[src/rtl/i2s_pkg.sv]
// Shared types and widths for the I2S WS control blocks.
package i2s_pkg;

   localparam int unsigned DATA_SIZE_W = 5;
   localparam int unsigned WORD_NUM_W  = 3;

   typedef enum logic [1:0] {
      IDLE  = 2'd0,
      START = 2'd1,
      RUN   = 2'd2,
      DRAIN = 2'd3
   } ws_state_t;

endpackage

[src/rtl/i2s_sync_flop.sv]
// Generic N-stage level synchronizer with asynchronous active-low reset.
module i2s_sync_flop #(
   parameter int unsigned STAGES = 2
) (
   input  logic clk,
   input  logic rstn,
   input  logic d,
   output logic q
);

   logic [STAGES-1:0] sync;

   always_ff @(posedge clk or negedge rstn) begin
      if (!rstn) begin
         sync <= '0;
      end else begin
         sync <= {sync[STAGES-2:0], d};
      end
   end

   assign q = sync[STAGES-1];

endmodule

[src/rtl/i2s_ws_ctrl.sv]
// Start/stop sequencer and frame-boundary configuration shadow for the I2S WS
// generator; mirrors its bit/slot counters and produces slot/frame strobes.
module i2s_ws_ctrl
   import i2s_pkg::*;
#(
   parameter int unsigned SYNC_STAGES = 2,
   parameter int unsigned FRAME_CNT_W = 16
) (
   input  logic                   sck_i,
   input  logic                   rstn_i,
   input  logic                   cfg_en_i,
   input  logic [DATA_SIZE_W-1:0] cfg_data_size_i,
   input  logic [WORD_NUM_W-1:0]  cfg_word_num_i,
   output logic                   ws_en_o,
   output logic [DATA_SIZE_W-1:0] shd_data_size_o,
   output logic [WORD_NUM_W-1:0]  shd_word_num_o,
   output logic [DATA_SIZE_W-1:0] bit_o,
   output logic [WORD_NUM_W-1:0]  slot_o,
   output logic                   slot_start_o,
   output logic                   frame_start_o,
   output logic                   frame_end_o,
   output logic [FRAME_CNT_W-1:0] frame_cnt_o,
   output logic                   busy_o
);

   ws_state_t              state;
   logic                   en_s;
   logic                   ws_en;
   logic                   busy;
   logic [DATA_SIZE_W-1:0] shd_ds;
   logic [WORD_NUM_W-1:0]  shd_wn;
   logic [DATA_SIZE_W-1:0] bit_q;
   logic [WORD_NUM_W-1:0]  slot_q;
   logic [FRAME_CNT_W-1:0] frame_cnt;
   logic                   bit_last;
   logic                   fe;

   i2s_sync_flop #(
      .STAGES (SYNC_STAGES)
   ) u_en_sync (
      .clk  (sck_i),
      .rstn (rstn_i),
      .d    (cfg_en_i),
      .q    (en_s)
   );

   assign bit_last = (bit_q == shd_ds);
   assign fe       = ws_en & bit_last & (slot_q == shd_wn);

   always_ff @(posedge sck_i or negedge rstn_i) begin
      if (!rstn_i) begin
         state     <= IDLE;
         ws_en     <= 1'b0;
         busy      <= 1'b0;
         shd_ds    <= '0;
         shd_wn    <= '0;
         bit_q     <= '0;
         slot_q    <= '0;
         frame_cnt <= '0;
      end else begin
         // ws_en is high exactly in RUN/DRAIN, so it also qualifies counting
         if (ws_en) begin
            if (bit_last) begin
               bit_q  <= '0;
               slot_q <= (slot_q == shd_wn) ? '0 : slot_q + WORD_NUM_W'(1);
            end else begin
               bit_q  <= bit_q + DATA_SIZE_W'(1);
            end
            if (fe) begin
               frame_cnt <= frame_cnt + FRAME_CNT_W'(1);
            end
         end

         case (state)
            IDLE: begin
               bit_q  <= '0;
               slot_q <= '0;
               if (en_s) begin
                  state <= START;
                  busy  <= 1'b1;
               end
            end
            START: begin
               shd_ds <= cfg_data_size_i;
               shd_wn <= cfg_word_num_i;
               bit_q  <= '0;
               slot_q <= '0;
               if (en_s) begin
                  state <= RUN;
                  ws_en <= 1'b1;
               end else begin
                  state <= IDLE;
                  busy  <= 1'b0;
               end
            end
            RUN: begin
               if (!en_s) begin
                  if (fe) begin
                     state <= IDLE;
                     ws_en <= 1'b0;
                     busy  <= 1'b0;
                  end else begin
                     state <= DRAIN;
                  end
               end else if (fe) begin
                  shd_ds <= cfg_data_size_i;
                  shd_wn <= cfg_word_num_i;
               end
            end
            DRAIN: begin
               if (en_s) begin
                  state <= RUN;
               end else if (fe) begin
                  state <= IDLE;
                  ws_en <= 1'b0;
                  busy  <= 1'b0;
               end
            end
            default: begin
               state <= IDLE;
               ws_en <= 1'b0;
               busy  <= 1'b0;
            end
         endcase
      end
   end

   assign ws_en_o         = ws_en;
   assign busy_o          = busy;
   assign shd_data_size_o = shd_ds;
   assign shd_word_num_o  = shd_wn;
   assign bit_o           = bit_q;
   assign slot_o          = slot_q;
   assign frame_cnt_o     = frame_cnt;
   assign slot_start_o    = ws_en & (bit_q == '0);
   assign frame_start_o   = ws_en & (bit_q == '0) & (slot_q == '0);
   assign frame_end_o     = fe;

endmodule

[config.mk]
export PLATFORM = sky130hd
export DESIGN_NAME = i2s_ws_ctrl
export DESIGN_NICKNAME = d
export VERILOG_FILES = /design/src/rtl/i2s_pkg.sv /design/src/rtl/i2s_sync_flop.sv /design/src/rtl/i2s_ws_ctrl.sv
export SDC_FILE = /design/constraint.sdc
export NUM_CORES = 1
export LEC_CHECK = 0
export BUFFER_PORTS_ARGS = -buffer_cell sky130_fd_sc_hd__buf_4
export CAP_MARGIN = 40
export CORE_ASPECT_RATIO = 0.5
export CORE_MARGIN = 2
export CORE_UTILIZATION = 45
export DETAILED_ROUTE_END_ITERATION = 7
export GPL_TIMING_DRIVEN = 1
export PLACE_DENSITY = 0.72
export SLEW_MARGIN = 30
export SYNTH_ARGS = -nofsm -noshare
export SYNTH_HDL_FRONTEND = slang
export SYNTH_HIERARCHICAL = 1
export SYNTH_SLANG_ARGS = --single-unit
[constraint.sdc]
create_clock -name sck_i -period 2.1 [get_ports sck_i]
set_input_delay 0.42 -clock sck_i [delete_from_list [all_inputs] [get_ports sck_i]]
set_output_delay 0.42 -clock sck_i [all_outputs]
set_load 0.01 [all_outputs]
==> results of run 1 <==
## metrics by stage
stage	hold WS, ps	power (mW)	TNS (ps)	worst slack [ps]	util [%]
2_1_floorplan	124	1.79	-518	-64.7	-
6_report	93.3	3.12	-526	-87.2	63.3
5_1_grt	120	3.33	-916	-121	63.3
3_5_place_dp	346	2.41	0	16.9	57.9
4_1_cts	104	2.93	-789	-99.1	60.5
3_3_place_gp	333	2.35	0	63.9	57.9
## Yosys cell counts (all sizes together), types with 2 or more instances
library cell,n,share of area [%]
nor2,5,0.94
dfrtp,38,48
a31o,8,3.5
nor3,6,1.5
buf,6,2.0
nand3,11,2.8
nand2,31,5.8
nand4,7,2.2
clkbuf,6,1.1
xnor2,14,6.2
or4,3,1.5
a31oi,2,0.63
a21oi,7,1.8
inv,8,1.5
ha,5,3.1
nor4,7,2.5
o21ai,10,2.5
nand2b,2,0.63
nor2b,3,0.94
o41ai,8,3.5
xor2,9,4.0
## worst max-delay path: stages, from the launching register on
cell and delay (ps):
dfrtp_1 390, xor2_1 180, or4_4 530, buf_4 180, or4_4 540, a31o_1 250
## repair_timing
action | 4_1_cts | 5_1_grt
hold buffers | 0 | 0
pin swaps | 1 | 8
resized for setup | 2 | 17
gates cloned | 0 | 0
buffers inserted | 3 | 5
setup endpoints to repair | 2 | 16
## cell type report
class / count / area [sq um]
Sequential cell: 38 / 952
Clock buffer: 5 / 68.8
Clock inverter: 2 / 10.0
Tap cell: 57 / 71.3
Multi-Input combinational cell: 147 / 1020
Fill cell: 355 / 1590
Inverter: 8 / 35.0
Timing Repair Buffer: 74 / 571
## state kept, by name, indices dropped and copies added, names as in the netlist
register / flops
state: 2
u_en_sync/sync: 2
frame_cnt_o: 16
shd_word_num_o: 3
ws_en_o: 1
slot_o: 3
bit_o: 5
busy_o: 1
shd_data_size_o: 5
## final timing paths
kind / depth (start not counted) / slack [ps] / endpoint / startpoint
setup / recovery: 5 / -90 / shd_data_size_o[4] / shd_word_num_o[0]
hold / removal: 1 / 90 / frame_cnt_o[7] / rstn_i
setup reg to reg: 5 / -90 / shd_data_size_o[4] / shd_word_num_o[0]
hold reg to reg: 0 / 360 / u_en_sync/sync[1] / u_en_sync/sync[0]
max in group asynchronous: 1 / 1650 / slot_o[0] / rstn_i
min in group sck_i: 1 / 240 / u_en_sync/sync[0] / cfg_en_i
## power breakdown
group          internal, mW  switching (mW)  total [mW]
clock                 0.223           0.247       0.470
sequential            0.898           0.166        1.06
combinational         0.783           0.801        1.58
total                  1.90            1.21        3.12
## cells by family (layout without fill, tap and decap cells)
family                   after synthesis  count (layout)  share of synthesized area, %
buffers and inverters                 20              89                          4.65
XOR/XNOR                              23              23                          10.1
flip-flops                            38              38                          47.7
AO/OA/AOI/OAI                         37              37                          12.7
AND/OR/NAND/NOR                       81              81                          21.2
multiplexers                           1               1                         0.565
adder cells (fa/ha/maj)                5               5                          3.14
## per-layer routing
| layer | GRT usage, % | share of wire [%] |
|---|---|---|
| met2 | 33.6 | 49 |
| met4 | 6.48 | 1.6 |
| met5 | 0 | 0 |
| met3 | 5.20 | 6.1 |
| met1 | 28.6 | 43 |
## placed cells by master, fill, tap and decap left out, drive strengths merged
| cell type | netlist | routed |
|---|---|---|
| a21oi | 7 | 7 |
| a31o | 8 | 8 |
| a31oi | 2 | 2 |
| and3 | 1 | 1 |
| and3b | 1 | 1 |
| and4 | 1 | 1 |
| buf | 6 | 74 |
| clkbuf | 6 | 5 |
| clkinv | 0 | 2 |
| dfrtp | 38 | 38 |
| ha | 5 | 5 |
| inv | 8 | 8 |
| mux2 | 1 | 1 |
| nand2 | 31 | 31 |
| nand2b | 2 | 2 |
| nand3 | 11 | 11 |
| nand4 | 7 | 7 |
| nand4b | 1 | 1 |
| nor2 | 5 | 5 |
| nor2b | 3 | 3 |
| nor3 | 6 | 6 |
| nor3b | 1 | 1 |
| nor4 | 7 | 7 |
| o21ai | 10 | 10 |
| o22ai | 1 | 1 |
| o311ai | 1 | 1 |
| o41ai | 8 | 8 |
| or2 | 1 | 1 |
| or4 | 3 | 3 |
| xnor2 | 14 | 14 |
| xor2 | 9 | 9 |
==> results.cfg, run 1 <==
[outcome]
status = finished, violations left
violations = setup timing

[grt]
antenna_found_initial = 0
grt_max_degree = 39
overflow = 0
grt_pass1_vias = 1681
grt_pass1_wl_um = 8110
grt_usage_pct = 21.0

[timing]
rsz0062_at_grt = yes
timing.fmax_mhz = 457
skew_ps = 5.48
worst_pin_slew_ps = 497
setup_ws_ps = -87.2
hold_viol_final = 0
setup_viol = 9
drv_slew = 0
max-slew-margin-rel_pct = 66.8
fin_crit_ps = 2190
period_share_pct = 104

[worst_setup_path]
crit_type = reg -> reg
end_kind = register
required_ps = 2280
worstPathMaxFanout = 8
cp.arrival_ps = 2370
start_kind = register

[synth]
syn_inst = 205
synth_edf_count = 0
ys.warnings.count = 6
synth_nets = 221
synth-seq-cells = 38
async_reset_ff_share_pct = 100
synth_cell_types = 34
synth_area_per_cell_sq_um = 9.72
synth.yosys.seq_area_share_pct = 47.7
synth_flop_cell = dfrtp_1
syn_area_sq_mm = 0.00199

[route]
drt_first_pass_iters = 4
antenna_left = 0
drc = 0
routed_wl_um = 5120
vias = 1826
via_per_inst = 5.52
drtIter0Drc = 209
wire_per_inst_um = 15.5

[final_layout]
fin_nets = 290
diodes = 0
final_cells = 331
fin_area_sq_mm = 0.00273
area_growth_pct = 37.1
drive_gt1_share_pct = 35.4

[floorplanning]
fp.dieArea_sq_mm = 0.00501
dieWidth_um = 98.1
row_count = 17
die_h_um = 51.1
io_pins = 48
start_util_pct = 46.2
core_sq_mm = 0.00432

[power_and_ir_drop]
p_leak_nw = 1.32
powerDensity_mw_per_mm2 = 1140
ir_worst_vdd_v = 0.000392

[worst_hold_path]
hp-class = in -> async

[clocking]
cts-htree-levels = 2
cts_buffers = 5
clkTransAtPathRegs_ps = 70
clockRootBuffer = clkbuf_8
clk_latency_ps = 290
clock_sinks = 38
cts_tree = done
cts_buffer_depth = 2

[placement]
gp_congestion = 0.823
io_buffers = 47
dpl-instance-area_sq_mm = 0.00250
placedCellCount = 316
hpwlAfterDp_um = 3510

[flow_run]
maxCapViolations = 0
No activity file was read; power rests on OpenSTA's default activity.
==> run 2: changes to the inputs <==
CORE_UTILIZATION = 25   (was 45)
PLACE_DENSITY = default   (was 0.72)
==> results.cfg, run 2 (synthesis results as in run 1) <==
[outcome]
status = finished, violations left
violations = setup timing

[worst_setup_path]
rrSetupSlack_ps = -90
reg2reg_to = shd_word_num_o[0]
crit_type = reg -> reg
worstPathMaxFanout = 8
critical_path.cell_chain = xor2_1, or4_4, buf_4, or4_4, a31o_1
path_buf_inv = 1
cpPeakStageDelay_ps = 580
required_ps = 2260
crit_family = simple AND/OR/NAND/NOR gates
start_kind = register
reg2regPathDepth = 5
rr_startpoint = slot_o[0]
cpMostUsedCell = or4_4
cp.arrival_ps = 2360
crit_slowest_cell = or4_4
end_kind = register

[timing]
hold_slack_ps = 108
max-slew-margin-rel_pct = 64.8
hold_viol_final = 0
setup_ws_ps = -92.2
fin_crit_ps = 2190
rsz0062_at_grt = yes
worst_pin_slew_ps = 527
period_share_pct = 104
setup_viol = 12
skew_ps = 6.67
drv_slew = 0
timing.fmax_mhz = 456

[floorplanning]
die_h_um = 67.1
dieWidth_um = 130
fp.dieArea_sq_mm = 0.00875
row_count = 22
start_util_pct = 26.5
core_sq_mm = 0.00751
io_pins = 48

[worst_hold_path]
hp-class = in -> async

[route]
drc = 0
routed_wl_um = 5530
via_per_inst = 4.78
vias = 1842
drt_first_pass_iters = 4
antenna_left = 0
drtIter0Drc = 91
wire_per_inst_um = 14.4

[clocking]
cts_buffer_depth = 2
cts_tree = done
cts-htree-levels = 2
clockRootBuffer = clkbuf_16
clock_sinks = 38
cts_buffers = 5
clk_latency_ps = 280
clkTransAtPathRegs_ps = 60

[final_layout]
final_common_cell = buf_4
area_growth_pct = 44.1
diodes = 0
fin_nets = 292
layout_common_cells = buf_4, dfrtp_1, nand2_1
drive_gt1_share_pct = 35.4
largest_register_ffs = 16

[power_and_ir_drop]
switching_share_pct = 37.0
ir_worst_vdd_v = 0.000403
clkPwrFrac_pct = 22.1
p_comb_share_pct = 46.8
p_leak_nw = 1.35
powerDensity_mw_per_mm2 = 1200
total_power_mw = 3.46
internal-power_mw = 2.18
pwr-share-seq_pct = 31.1
p_switching_mw = 1.28

[flow_run]
maxCapViolations = 0

[placement]
io_buffers = 47
hpwlAfterDp_um = 4050
dp_slack_ps = 8.43
gp_congestion = 0.873

[grt]
antenna_found_initial = 0
grt_max_degree = 39
grt_usage_pct = 13.0
grt_pass1_vias = 1733
grt_pass1_wl_um = 8730
overflow = 0
-- run 2: per-layer routing --
layer  vias to the layer above  part of all wire, %  global-route usage [%]
met2                        33                   50                    21.6
met4                         0                  1.4                    4.70
met5                         -                    0                       0
li1                        874                    -                       -
met1                       926                   46                    17.3
met3                         9                  2.6                    2.14
-- run 2: area by class of cell --
cell class / instances / area [sq um]
fill: 736 / 4640
multi-input combinational: 147 / 1010
timing repair buffer: 76 / 593
inverter: 8 / 32.5
clock buffer: 6 / 139
tap: 108 / 135
clock inverter: 2 / 12.5
sequential: 38 / 952
-- run 2: power by group through the flow --
stage	Clock [mW]	Sequential [mW]	Combinational, mW
detailed placement	0	1.09	1.37
CTS	0.772	1.08	1.45
floorplan	0	1.15	0.635
global route	0.811	1.10	1.76
global placement	0	1.08	1.33
finish	0.765	1.07	1.62
-- run 2: through the flow --
| stage | instance area (sq um) | utilization [%] | cells | setup TNS, ps |
|---|---|---|---|---|
| 2_1_floorplan | 1990 | - | 205 | -518 |
| 3_3_place_gp | 2570 | 34.2 | 368 | 0 |
| 3_5_place_dp | 2570 | 34.2 | 368 | 0 |
| 4_1_cts | 2770 | 36.8 | 379 | -1120 |
| 5_1_grt | 2870 | 38.2 | 385 | -1740 |
| 6_report | 2870 | 38.2 | 385 | -868 |
-- run 2: how the worst max path moves through the flow --
stage	slack, ps	end	startpoint	depth (start not counted)
after floorplan	-60	shd_data_size_o[1]	shd_word_num_o[0]	6
after global placement	20	frame_end_o	shd_word_num_o[0]	5
after detailed placement	8	frame_end_o	slot_o[0]	5
after CTS	-120	frame_end_o	slot_o[0]	5
after global routing	-150	frame_end_o	slot_o[0]	5
final	-90	shd_word_num_o[0]	slot_o[0]	5
-- run 2: timing repair --
action	CTS	global route
resized for setup	5	13
hold buffers	0	0
setup endpoints to repair	2	18
endpoints found under the hold margin	0	0
setup buffers	3	6
pin swaps	8	7
==> run 3: changes to the inputs <==
PLACE_DENSITY = 0.42   (was default)
==> results.cfg, run 3 (synthesis results as in run 1) <==
[route]
antenna_left = 0
drc = 0
routed_wl_um = 5520
wire_per_inst_um = 14.3
vias = 1790
drtIter0Drc = 65
via_per_inst = 4.64
drt_first_pass_iters = 4

[grt]
antenna_found_initial = 0
grt_pass1_wl_um = 9070
grt_pass1_vias = 1827
grt_usage_pct = 13.5
overflow = 0
grt_max_degree = 39

[timing]
drv_slew = 0
hold_viol_final = 0
timing.fmax_mhz = 463
rsz0062_at_grt = yes
setup_viol = 9
hold_slack_ps = 117
worst_pin_slew_ps = 510
setup_tns_ps = -288
max-slew-margin-rel_pct = 66.0
fin_crit_ps = 2160
period_share_pct = 103
skew_ps = 4.64
setup_ws_ps = -61.8

[final_layout]
nFillCells = 749
drive_gt1_share_pct = 36.0
final_util_pct = 38.6
final_common_cell = buf_4
diodes = 0
area_growth_pct = 45.4
largest_register_ffs = 16
fin_nets = 293
layout_common_cells = buf_4, dfrtp_1, nand2_1

[floorplanning]
die_h_um = 67.1
io_pins = 48
start_util_pct = 26.5
row_count = 22
fp.dieArea_sq_mm = 0.00875
dieWidth_um = 130
core_sq_mm = 0.00751

[power_and_ir_drop]
powerDensity_mw_per_mm2 = 1190
p_leak_nw = 1.37
ir_worst_vdd_v = 0.000335

[clocking]
cts_buffer_depth = 2
ctsHoldBuffers = 0
clkTransAtPathRegs_ps = 60
clockRootBuffer = clkbuf_16
clk_latency_ps = 280
cts_tree = done
cts_buffers = 5
cts-htree-levels = 2
clock_sinks = 38

[worst_setup_path]
cp.depth = 5
rrSetupSlack_ps = -40
crit_type = reg -> out
critical_path.cell_chain = xor2_1, or4_4, nor3_2, buf_4, buf_6
worstPathMaxFanout = 2
start_kind = register
reg2regPathDepth = 5
cpPeakStageDelay_ps = 560
cp.arrival_ps = 1740
required_ps = 1680
end_kind = primary output
path_buf_inv = 2
crit_slowest_cell = or4_4
crit_family = simple AND/OR/NAND/NOR gates

[placement]
gp_congestion = 0.739
hpwlAfterDp_um = 3900
io_buffers = 47
dp_slack_ps = 31.3

[worst_hold_path]
hp-class = in -> async

[flow_run]
maxCapViolations = 0

[outcome]
violations = setup timing
status = finished, violations left
run 3: changes by cell type in the layout (fill, tap and decap cells not counted), sizes merged:
cell      previous run  this run
clkbuf               6         7
buf                 76        77
clkinvlp             1         0
run 3: power by group:
group	internal, mW	leakage (nW)	switching, mW
combinational	0.809	0.818	0.814
sequential	0.899	0.480	0.167
clock	0.471	0.0739	0.288
total	2.18	1.37	1.27
run 3: routing by layer:
| metal | part of all wire, % | GRT usage [%] | vias up |
|---|---|---|---|
| li1 | - | - | 877 |
| met1 | 50 | 18.4 | 883 |
| met2 | 45 | 21.4 | 26 |
| met3 | 3.4 | 3.57 | 4 |
| met4 | 1.0 | 3.49 | 0 |
| met5 | 0 | 0 | - |
run 3: per-stage QoR:
| stage | cell area (sq um) | total power, mW | std cells |
|---|---|---|---|
| floorplan | 1990 | 1.79 | 205 |
| global placement | 2580 | 2.44 | 370 |
| detailed placement | 2580 | 2.45 | 370 |
| CTS | 2770 | 3.29 | 380 |
| global route | 2900 | 3.68 | 386 |
| finish | 2900 | 3.45 | 386 |
run 3: worst reg2reg max path: stages (launching register included):
cell and delay (ps):
dfrtp_2 410, xor2_1 160, or4_4 560, buf_6 150
or4_4 540, a31o_1 210
run 3: final cells by class:
| class | count | area, sq um | share of cell area, % |
|---|---|---|---|
| clock buffer | 7 | 143 | 4.92 |
| clock inverter | 1 | 5.00 | 0.173 |
| inverter | 8 | 35.0 | 1.21 |
| multi-input combinational | 147 | 1030 | 35.6 |
| sequential | 38 | 952 | 32.9 |
| tap | 108 | 135 | 4.66 |
| timing repair buffer | 77 | 597 | 20.6 |
run 3: timing repair:
item                                    in CTS  in global routing
pin swaps                                   11                  6
endpoints found under the setup margin       2                 18
buffers inserted                             2                  6
resized for setup                            4                 17
endpoints found under the hold margin        0                  0
run 3: worst paths after layout:
check / start / endpoint
worst max register to register: slot_o[0] / shd_data_size_o[2]
worst min-delay path: rstn_i / frame_cnt_o[4]
max in group asynchronous: rstn_i / slot_o[0]
worst max-delay path: slot_o[0] / frame_end_o
min in group sck_i: cfg_en_i / u_en_sync/sync[0]
worst min register to register: u_en_sync/sync[0] / u_en_sync/sync[1]
